$ cat src/rtl/mem_port_arbiter.sv
// -----------------------------------------------------------------------------
// mem_port_arbiter
//
// Round-robin arbiter that shares one pixel-memory port (AW-bit address,
// DW-bit data, 1-cycle read latency) between two filter engines. The
// arbiter grants whole bursts and caps each grant at BURST_MAX beats so one
// engine cannot starve the other. Read data is steered back to whichever
// requester issued the read beat, even across a grant switch.
//
// Ports
//   clk                 rising-edge clock
//   reset               asynchronous, active-low reset (0 = in reset)
//   req0/req1           requester n wants the port, held for the burst
//   wen0/wen1           beat type: 1 = write, 0 = read
//   addr0/addr1         beat address
//   wdata0/wdata1       beat write data
//   ack0/ack1           beat accepted this cycle (combinational)
//   rvalid0/rvalid1     read data on rdata belongs to requester n
//   rdata               shared read-data bus (pass-through of mem_rdata)
//   mem_addr/mem_wen/mem_wdata  memory command side
//   mem_rdata           memory read data, valid 1 cycle after a read beat
//
// Optional feature
//   ARB_STATS_EN : adds gnt_cnt0/gnt_cnt1 (grants per requester, including
//                  burst-cap regrants) and conflict_cnt (cycles where the
//                  non-owner is requesting). All 16-bit and saturating.
//                  Arbitration is identical with or without it.
// -----------------------------------------------------------------------------
module mem_port_arbiter #(
    parameter int AW        = 14,
    parameter int DW        = 8,
    parameter int BURST_MAX = 16
) (
    input  logic          clk,
    input  logic          reset,
    input  logic          req0,
    input  logic          req1,
    input  logic          wen0,
    input  logic          wen1,
    input  logic [AW-1:0] addr0,
    input  logic [AW-1:0] addr1,
    input  logic [DW-1:0] wdata0,
    input  logic [DW-1:0] wdata1,
    output logic          ack0,
    output logic          ack1,
    output logic          rvalid0,
    output logic          rvalid1,
    output logic [DW-1:0] rdata,
    output logic [AW-1:0] mem_addr,
    output logic          mem_wen,
    output logic [DW-1:0] mem_wdata,
    input  logic [DW-1:0] mem_rdata
`ifdef ARB_STATS_EN
    ,
    output logic [15:0]   gnt_cnt0,
    output logic [15:0]   gnt_cnt1,
    output logic [15:0]   conflict_cnt
`endif
);

    localparam logic [1:0] ST_IDLE = 2'd0;
    localparam logic [1:0] ST_GNT0 = 2'd1;
    localparam logic [1:0] ST_GNT1 = 2'd2;

    // Beat index of the last beat a single grant may carry.
    localparam logic [7:0] CAP_LAST = 8'(BURST_MAX - 1);

    logic [1:0] state_q,      state_d;
    logic       last_owner_q, last_owner_d;
    logic [7:0] beat_cnt_q,   beat_cnt_d;
    logic [1:0] rd_tag_q,     rd_tag_d;

    // Beat acceptance and memory command mux for the current owner.
    always_comb begin
        ack0      = (state_q == ST_GNT0) && req0;
        ack1      = (state_q == ST_GNT1) && req1;
        mem_addr  = {AW{1'b0}};
        mem_wdata = {DW{1'b0}};
        mem_wen   = 1'b0;
        if (ack0) begin
            mem_addr  = addr0;
            mem_wdata = wdata0;
            mem_wen   = wen0;
        end else if (ack1) begin
            mem_addr  = addr1;
            mem_wdata = wdata1;
            mem_wen   = wen1;
        end else begin
            mem_addr  = {AW{1'b0}};
            mem_wdata = {DW{1'b0}};
            mem_wen   = 1'b0;
        end
    end

    // Read-return tagging: remember which requester issued this cycle's read
    // so the data arriving next cycle is routed to it regardless of grant.
    always_comb begin
        rd_tag_d = {ack1 && !wen1, ack0 && !wen0};
        rvalid0  = rd_tag_q[0];
        rvalid1  = rd_tag_q[1];
        rdata    = mem_rdata;
    end

    // Arbitration FSM next-state. Any exit from a grant (release or burst
    // cap) records the owner so the next tie goes the other way.
    always_comb begin
        state_d      = state_q;
        last_owner_d = last_owner_q;
        beat_cnt_d   = beat_cnt_q;
        case (state_q)
            ST_IDLE: begin
                beat_cnt_d = 8'd0;
                if (req0 && req1) begin
                    state_d = last_owner_q ? ST_GNT0 : ST_GNT1;
                end else if (req0) begin
                    state_d = ST_GNT0;
                end else if (req1) begin
                    state_d = ST_GNT1;
                end else begin
                    state_d = ST_IDLE;
                end
            end
            ST_GNT0: begin
                if (!req0) begin
                    last_owner_d = 1'b0;
                    beat_cnt_d   = 8'd0;
                    state_d      = req1 ? ST_GNT1 : ST_IDLE;
                end else if (beat_cnt_q == CAP_LAST) begin
                    // Cap reached: hand over if the other side waits,
                    // otherwise start a fresh burst without a bubble.
                    last_owner_d = 1'b0;
                    beat_cnt_d   = 8'd0;
                    state_d      = req1 ? ST_GNT1 : ST_GNT0;
                end else begin
                    beat_cnt_d   = beat_cnt_q + 8'd1;
                end
            end
            ST_GNT1: begin
                if (!req1) begin
                    last_owner_d = 1'b1;
                    beat_cnt_d   = 8'd0;
                    state_d      = req0 ? ST_GNT0 : ST_IDLE;
                end else if (beat_cnt_q == CAP_LAST) begin
                    last_owner_d = 1'b1;
                    beat_cnt_d   = 8'd0;
                    state_d      = req0 ? ST_GNT0 : ST_GNT1;
                end else begin
                    beat_cnt_d   = beat_cnt_q + 8'd1;
                end
            end
            default: begin
                state_d    = ST_IDLE;
                beat_cnt_d = 8'd0;
            end
        endcase
    end

    // FSM and read-tag registers; reset drops any in-flight read return.
    always_ff @(posedge clk or negedge reset) begin
        if (!reset) begin
            state_q      <= ST_IDLE;
            last_owner_q <= 1'b1;
            beat_cnt_q   <= 8'd0;
            rd_tag_q     <= 2'b00;
        end else begin
            state_q      <= state_d;
            last_owner_q <= last_owner_d;
            beat_cnt_q   <= beat_cnt_d;
            rd_tag_q     <= rd_tag_d;
        end
    end

`ifdef ARB_STATS_EN
    function automatic logic [15:0] sat_inc16(input logic [15:0] v);
        return (v == 16'hFFFF) ? v : (v + 16'd1);
    endfunction

    logic        enter_gnt0_s;
    logic        enter_gnt1_s;
    logic        conflict_s;
    logic [15:0] gnt_cnt0_q,     gnt_cnt0_d;
    logic [15:0] gnt_cnt1_q,     gnt_cnt1_d;
    logic [15:0] conflict_cnt_q, conflict_cnt_d;

    // Grant entry detection: a change of owner, or a burst-cap regrant to
    // the same owner (staying in GNTn while the cap beat is taken).
    always_comb begin
        enter_gnt0_s   = (state_d == ST_GNT0) &&
                         ((state_q != ST_GNT0) || (beat_cnt_q == CAP_LAST));
        enter_gnt1_s   = (state_d == ST_GNT1) &&
                         ((state_q != ST_GNT1) || (beat_cnt_q == CAP_LAST));
        conflict_s     = ((state_q == ST_GNT0) && req1) ||
                         ((state_q == ST_GNT1) && req0);
        gnt_cnt0_d     = enter_gnt0_s ? sat_inc16(gnt_cnt0_q) : gnt_cnt0_q;
        gnt_cnt1_d     = enter_gnt1_s ? sat_inc16(gnt_cnt1_q) : gnt_cnt1_q;
        conflict_cnt_d = conflict_s ? sat_inc16(conflict_cnt_q) : conflict_cnt_q;
    end

    // Statistics registers.
    always_ff @(posedge clk or negedge reset) begin
        if (!reset) begin
            gnt_cnt0_q     <= 16'd0;
            gnt_cnt1_q     <= 16'd0;
            conflict_cnt_q <= 16'd0;
        end else begin
            gnt_cnt0_q     <= gnt_cnt0_d;
            gnt_cnt1_q     <= gnt_cnt1_d;
            conflict_cnt_q <= conflict_cnt_d;
        end
    end

    assign gnt_cnt0     = gnt_cnt0_q;
    assign gnt_cnt1     = gnt_cnt1_q;
    assign conflict_cnt = conflict_cnt_q;
`endif

endmodule

$ cat config.mk
export PLATFORM = sky130hd
export DESIGN_NAME = mem_port_arbiter
export DESIGN_NICKNAME = d
export VERILOG_FILES = /design/src/rtl/mem_port_arbiter.sv
export SDC_FILE = /design/constraint.sdc
export NUM_CORES = 1
export LEC_CHECK = 0
export BUFFER_PORTS_ARGS = -buffer_cell sky130_fd_sc_hd__buf_4
export CORE_ASPECT_RATIO = 1.5
export CORE_MARGIN = 2
export CORE_UTILIZATION = 41
export CTS_BUF_LIST = sky130_fd_sc_hd__clkbuf_4 sky130_fd_sc_hd__clkbuf_8
export DETAILED_ROUTE_END_ITERATION = 12
export PLACE_DENSITY_LB_ADDON = 0.08
export SYNTH_ARGS = -nofsm -noshare
export SYNTH_HDL_FRONTEND = slang
export SYNTH_SLANG_ARGS = --single-unit
$ cat constraint.sdc
create_clock -name clk -period 3.5 [get_ports clk]
set_clock_uncertainty 0.05 [all_clocks]
set_input_delay 0.7 -clock clk [delete_from_list [all_inputs] [get_ports clk]]
set_output_delay 0.7 -clock clk [all_outputs]
set_load 0.05 [all_outputs]
==> results of run 1 <==
## worst register-to-register path, cell delays in order, from the launching register on
cell and delay, ns:
dfrtp_1 0.42, inv_1 0.10, ha_1 0.27, nand2_4 0.09, inv_2 0.32, o21ai_1 0.32
nor3b_1 0.24
## layer usage
metal / vias up / part of all wire
met1: 518 / 0.39
met3: 2 / 0.090
met5: - / 0
li1: 526 / -
met4: 0 / 0.0083
met2: 68 / 0.51
## kinds of logic after synthesis
group | Yosys count | synth area share
simple gates | 28 | 0.170
fa+ha+maj | 5 | 0.0626
xor+xnor | 3 | 0.0263
buf+inv | 20 | 0.108
flops | 13 | 0.327
mux | 2 | 0.0300
compound gates | 35 | 0.277
## registers in the layout, indices dropped and copies added (netlist names)
name,count
state_q,2
last_owner_q,1
rd_tag_q,2
beat_cnt_q,8
## path summary, 6_finish.rpt
| path | cells past startpoint | to | startpoint | slack (ns) |
|---|---|---|---|---|
| worst max register to register | 6 | beat_cnt_q[1] | state_q[1] | 1.61 |
| min in group clk | 1 | beat_cnt_q[0] | beat_cnt_q[0] | 0.48 |
| worst max-delay path | 8 | mem_addr[8] | state_q[1] | 0.55 |
| worst min register to register | 1 | beat_cnt_q[0] | beat_cnt_q[0] | 0.48 |
| max in group asynchronous | 1 | last_owner_q | reset | 2.96 |
| worst min-delay path | 1 | beat_cnt_q[2] | reset | 0.21 |
## metrics by stage
step,hold WS (ns),worst slack [ns]
2_1_floorplan,0.354,0.668
3_3_place_gp,0.443,0.886
3_5_place_dp,0.466,0.858
4_1_cts,0.213,0.562
5_1_grt,0.217,0.407
6_report,0.212,0.555
## power by group through the flow
| stage | Sequential, mW | Clock, mW | Combinational [mW] |
|---|---|---|---|
| 2_1_floorplan | 0.199 | 0 | 0.443 |
| 3_3_place_gp | 0.194 | 0 | 0.591 |
| 3_5_place_dp | 0.196 | 0 | 0.601 |
| 4_1_cts | 0.193 | 0.0981 | 0.604 |
| 5_1_grt | 0.197 | 0.104 | 0.640 |
| 6_report | 0.193 | 0.0959 | 0.601 |
## cells in the mapped netlist (2+ instances only)
| library cell | n |
|---|---|
| a22o_1 | 23 |
| dfrtp_1 | 12 |
| buf_4 | 8 |
| inv_1 | 6 |
| ha_1 | 5 |
| nor2_1 | 5 |
| nor3_1 | 5 |
| a21oi_1 | 3 |
| a211oi_1 | 2 |
| buf_2 | 2 |
| clkbuf_1 | 2 |
| inv_2 | 2 |
| mux2_4 | 2 |
| nand2_1 | 2 |
| nand3_1 | 2 |
| nor4_1 | 2 |
| o21ai_0 | 2 |
| o21ai_1 | 2 |
| or3_1 | 2 |
| xnor2_1 | 2 |
## final cells by class
cell class	count	area, um^2	share of cell area
clock buffer	4	30.0	0.0193
tap	23	28.8	0.0185
sequential	13	327	0.209
inverter	8	30.0	0.0193
timing repair buffer	77	578	0.371
multi-input combinational	73	566	0.363
==> results.md, run 1 <==
Status:
- The run finished with clean final reports.

Yosys:
- The number of nets in the synthesized netlist is 169.
- Of the synthesized area, sequential elements account for 0.327.
- The average size of a mapped cell is 9.43 um^2.
- For this run, the number of Yosys warnings is 0.
- The count of distinct cell types in the synthesized netlist is 35.
- Among all flip-flop cells after synthesis, the most frequent one is dfrtp_1.
- The synthesized instance count is 106.
- Counting flops and latches in the post-synthesis netlist gives 13.
- The mapped cell area is 1000 um^2.
- Sorting the synthesized cells by area gives the leading types as dfrtp_1, a22o_1, ha_1.
- The top-area cell type share of the netlist area is 0.300.
- Counting flops with a built-in enable in the synthesized netlist gives 0.
- The library cell occupying the most area in the post-synthesis netlist is dfrtp_1.
- For this run, asynchronously set or reset flops after synthesis account for 1.00.

STA:
- The final total negative setup slack is 0 ns.
- The hold violation total from the final report is 0.
- The number of pins exceeding their max-slew limit in the final report is 0.
- The post-layout minimum cycle time is 2.95 ns.
- For the pin with the worst max-slew slack, the measured transition is 0.589 ns.
- Setup repair after global routing left no endpoint under its margin.
- The worst pin sits at a relative slew slack of 0.605.
- In the finished design, the share of the clock period the worst path needs comes to 0.841.
- Derived from the worst setup path, the maximum achievable clock frequency is 0.340 GHz.
- The count of final setup violators is 0.

Die:
- Measured along the x axis, the die boundary spans 44.3 um.
- For this configuration, the core starts out at a cell density of 0.437.
- The floorplan step defined a die boundary enclosing 2860 um^2.
- From bottom edge to top edge, the die measures 64.5 um.
- The top-level I/O count is 93.
- The standard-cell row count is 21.
- The core area is 2290 um^2.

Cells and area:
- The layout filler cell count is 203.
- The most common cell after layout, fill and taps aside is buf_4.
- The top cell types in the final layout, fill and taps aside, are buf_4, a22o_1, dfrtp_1.
- In the final layout, the share of cells above drive strength 1 is 0.520.
- The number of nets at the end of the flow is 239.
- Once layout is complete, the utilization of the core stands at 0.682.
- Once layout is complete, the cells apart from fillers number 198.
- From synthesis to final layout, the design area changed by 55.9%.
- 0 antenna diodes ended up in the layout.
- The post-route standard cell area excluding fillers is 1560 um^2.

Critical path:
- The cell seen most often among critical-path stages is buf_4.
- The critical path start-end classification is reg -> out.
- The critical path startpoint category is a flop.
- Traced cell by cell, the critical path runs through inv_1, ha_1, nand2_4, inv_2, nor2_1, buf_4, a22o_1, buf_4.
- Among cell families on the critical path, the largest total delay comes from buffers and inverters.
- Data arrives at the worst endpoint at 2.20 ns.
- For this run, the slowest stage of the critical path takes 0.42 ns.
- The critical path data required time is 2.75 ns.
- The maximum net fanout on the critical path is 26.
- The cell with the biggest individual delay on the critical path is dfrtp_1.
- The endpoint kind of the worst setup timing path is an output port.
- Together, buffers and inverters on the worst path number 4.

Global route:
- Entering global routing, the biggest net connects 27 pins.
- The met3 track demand over resource in global routing is 0.0529.
- The met1 capacity usage during global routing is 0.251.
- The via count of the first global-routing pass is 1,117.
- For this run the aggregate overflow at the end of global routing stands at 0.
- The initial antenna violation count is 0.
- The most heavily used metal layer in global routing is met2.
- The total routing usage reported by global routing is 0.215.
- In the global route stage, met2 resource usage came out at 0.379.
- The wire length of the first global-routing pass is 4.76 mm.

Place:
- Once placement finished, the instance area stood at 1530 um^2.
- The number of instances in the placed design is 194.
- During placement, the flow inserted port buffers numbering 76.
- The final weighted congestion of routability-driven global placement is 0.760.

Clock network:
- The number of buffers inserted by hold repair at cts is 0.
- The CTS clock-pin slew for the worst setup and hold paths is 0.08 ns.
- In this run the deepest clock path goes through 2 buffers.
- The TritonCTS sink count is 13.
- The H-tree depth is 1.
- TritonCTS built the clock tree.
- The number of CTS-inserted buffers is 3.
- The clock latency at the later pin of the worst-skew pair is 0.26 ns.
- The number of gates resized after CTS was 0.
- After clock tree synthesis, the setup repair step added 0 buffers.
- The CTS root buffer is clkbuf_4.

Run:
- Across the run, the number of max-cap violations was 0.

Power:
- The sequential cell fraction of total power is 0.217.
- Internal power comes to 0.445 mW.
- The post-layout total power is 0.890 mW.
- The maximum VDD drop is 333 uV.
- The leakage component of the power is 0.812 nW.
- The switching part of the total power is 0.501.
- The cell area power density is 571 nW/um^2.
- Of the total power, combinational logic draws 0.675.
- Summed over all nets, the switching power comes to 0.446 mW.
- The share of total power dissipated in the clock network is 0.108.

Routing:
- The number of DRC markers in iteration 0 is 24.
- For this run, design rule violations remaining after detail routing come to 0.
- The detailed-route vias per instance is 5.63.
- Summing over every cut layer, the via total after detailed routing is 1,114.
- After detailed routing, the average wire length per cell comes to 15.2 um.
- The number of detailed-routing iterations run before antenna repair is 4.
- After detailed routing, the total wire length is 3.02 mm.
- The antenna violation net count after detailed routing is 0.

Min path:
- The classification of the worst-slack hold path is in -> async.
Power figures use the tool's default switching activity.
==> run 2, diff against run 1 <==
- CORE_UTILIZATION: 41 -> 38
- clock period: 3.5 -> 2.9 ns (I/O delays scaled with it)
==> run 2 against run 1 <==
Compared with the run above: highest routed layer unchanged; critical path depth is 1 lower; sequential power is 21% higher; core utilization is 4.9 points lower; largest cell class unchanged; combinational power is 21% higher; design area is 0.56% higher; first-iteration DRC count is 67% lower; global-route usage is 0.41 points lower; power is 22% higher.
==> results.md, run 2 (synthesis results as in run 1) <==
Clock network:
- The TritonCTS sink count came to 13 (unchanged).
- The count of buffers added by post-CTS timing repair for setup is 0 (unchanged).
- The CTS clock-pin slew for the worst setup and hold paths came to 0.08 ns (about the same).
- The number of gates given a new drive strength after cts is 0 (unchanged).
- The tree is rooted in a clkbuf_4.
- The H-tree depth is 1 (unchanged).
- The clock latency at the later pin of the worst-skew pair is 0.27 ns (about the same).
- The number of buffers inserted by hold repair at cts is 0 (unchanged).
- The maximum number of buffers from clock root to sink is 2 (unchanged).
- The TritonCTS clock tree is built.
- The number of CTS-inserted buffers is 3 (unchanged).

Critical path:
- The critical path start-end classification is reg -> out.
- The number of buffers and inverters on the critical path was 3 (-1).
- The maximum net fanout on the critical path came to 23 (-12%).
- Grouping stages by cell kind, the critical path spends the most delay in buffers and inverters.
- By instance count, the cell type seen most on the critical path is buf_4.
- Walking the worst path, the cells encountered are inv_1, ha_1, nand2_2, nor2_1, buf_4, a22o_1, buf_4.
- The maximum cell stage delay along the critical path is 0.43 ns (about the same).
- The critical path data required time came to 2.27 ns (-0.48 ns).
- The critical path arrival is 1.97 ns (-0.23 ns).
- The endpoint kind of the worst setup timing path is an output port.
- The cell with the biggest individual delay on the critical path is dfrtp_1.
- The critical path startpoint category is a flop.

Power:
- The leakage component of the power was 0.817 nW (+0.66%).
- The cell area power density is 691 nW/um^2 (+21%).
- The maximum VDD drop was 477 uV (+43%).

Cells and area:
- The largest registers in the layout are beat_cnt_q x8, rd_tag_q x2, state_q x2.
- The area growth from synthesis to layout is 56.8%.
- The register name with the most flops is beat_cnt_q.
- The ratio of cells with drive above 1 in the final layout is 0.523 (+0.00273).
- The number of nets at the end of the flow is 240 (+0.42%).
- The post-route core utilization is 0.633 (-0.0492).
- Leaving out fill and tap cells, the most frequent cells in the layout are buf_4, a22o_1, dfrtp_1.
- The number of diodes is 0 (unchanged).
- The library cell used most frequently in the layout, excluding fill and tap cells, is buf_4.
- The number of flip-flops under the largest register name is 8 (unchanged).

Die:
- The top-level I/O count is 93 (unchanged).
- The core area is 2480 um^2 (+8.4%).
- The standard-cell row count is 22 (+4.8%).
- The die span in x was 45.9 um (+3.5%).
- The floorplan die height is 66.8 um (+3.6%).
- The effective utilization at floorplan is 0.404 (-0.0338).
- The die area is 3070 um^2 (+7.3%).

Routing:
- The detailed-route vias per instance is 5.55 (-1.4%).
- The DRC violations left is 0 (unchanged).
- The number of detailed-routing iterations run before antenna repair came to 4 (unchanged).
- The total number of vias is 1,109 (-0.45%).
- The detailed-route wire length came to 3.07 mm (+1.8%).
- The detailed-route wire length per cell is 15.4 um (+0.81%).
- The antenna violation net count after detailed routing is 0 (unchanged).
- The number of DRC markers in iteration 0 is 8 (-67%).

Place:
- The final weighted congestion of routability-driven global placement is 0.913 (+20%).
- The count of buffers from port buffering is 76 (unchanged).
- The minimum setup slack after placement is 0.620 ns (-0.238 ns).
- Once detailed placement completed, the half-perimeter wirelength came to 2.56 mm.

STA:
- The minimum setup slack in the final design was 0.301 ns (-0.254 ns).
- The transition at the pin with the smallest max-transition slack was 0.559 ns (-0.0296 ns).
- The fraction of the cycle the final worst path needs is 0.896.
- The hold violation total from the final report is 0 (unchanged).
- The number of pins exceeding their max-slew limit in the final report is 0 (unchanged).
- The post-layout minimum cycle time is 2.60 ns.
- The final total negative setup slack is 0 ns (unchanged).
- The worst slew margin relative to its limit was 0.625 (+0.0199).
- The count of final setup violators is 0 (unchanged).
- Setup repair after global routing left no endpoint under its margin.
- The top achievable clock speed is 0.385 GHz.

Min path:
- The tightest min-delay check is of the in -> async type.

Global route:
- The pin count of the biggest net entering global routing was 26 (-3.7%).
- The total routing usage reported by global routing is 0.211 (-0.00412).
- The wire length of the first global-routing pass is 4.86 mm (+2.0%).
- The via count of the first global-routing pass is 1,119 (+0.18%).
- The global-route congestion overflow total is 0 (unchanged).
- The initial antenna violation count is 0 (unchanged).

Run:
- The number of maximum-capacitance constraint violations is 0 (unchanged).

Status:
- The flow ran to the end, and the final reports show no timing, DRC or antenna violations.
[run 2: worst paths after layout]
path	from	to	slack (ns)	cells after the start
hold reg to reg	beat_cnt_q[0]	beat_cnt_q[0]	0.48	1
max in group asynchronous	reset	last_owner_q	2.48	1
min in group clk	wen1	rd_tag_q[1]	0.41	2
setup / recovery	state_q[0]	mem_addr[1]	0.30	7
setup reg to reg	state_q[1]	beat_cnt_q[7]	1.00	7
hold / removal	reset	state_q[1]	0.08	1
[run 2: power by group]
group / internal [mW] / switching [mW] / leakage (nW)
logic: 0.268 / 0.462 / 0.623
registers: 0.209 / 0.0242 / 0.175
clock network: 0.0626 / 0.0570 / 0.0184
total: 0.540 / 0.543 / 0.817
[run 2: final cells by class]
class | instances | area (um^2)
Fill cell | 227 | 910
Sequential cell | 13 | 327
Clock buffer | 4 | 30.0
Tap cell | 24 | 30.0
Timing Repair Buffer | 78 | 586
Inverter | 8 | 30.0
Multi-Input combinational cell | 73 | 566
[run 2: worst register-to-register path, stage by stage, from the launching register on]
cell	delay, ns
dfrtp_1	0.41
inv_1	0.08
ha_1	0.25
nand2_4	0.11
inv_2	0.04
buf_4	0.21
o21ai_1	0.49
nor3_1	0.13
[run 2: per-layer routing]
metal,global-route usage,vias up,part of all wire
met5,0,-,0
met2,0.378,46,0.59
met4,0.107,0,0.016
met3,0.0244,8,0.054
li1,-,533,-
met1,0.229,522,0.34
[run 2: stage by stage]
stage / total power, mW / instance area (um^2) / hold slack [ns] / instances
after floorplan: 0.774 / 1000 / 0.234 / 106
after global placement: 0.960 / 1540 / 0.382 / 196
after detailed placement: 0.969 / 1540 / 0.384 / 196
after CTS: 1.09 / 1570 / 0.0819 / 200
after global routing: 1.15 / 1570 / 0.0757 / 200
final: 1.08 / 1570 / 0.0840 / 200
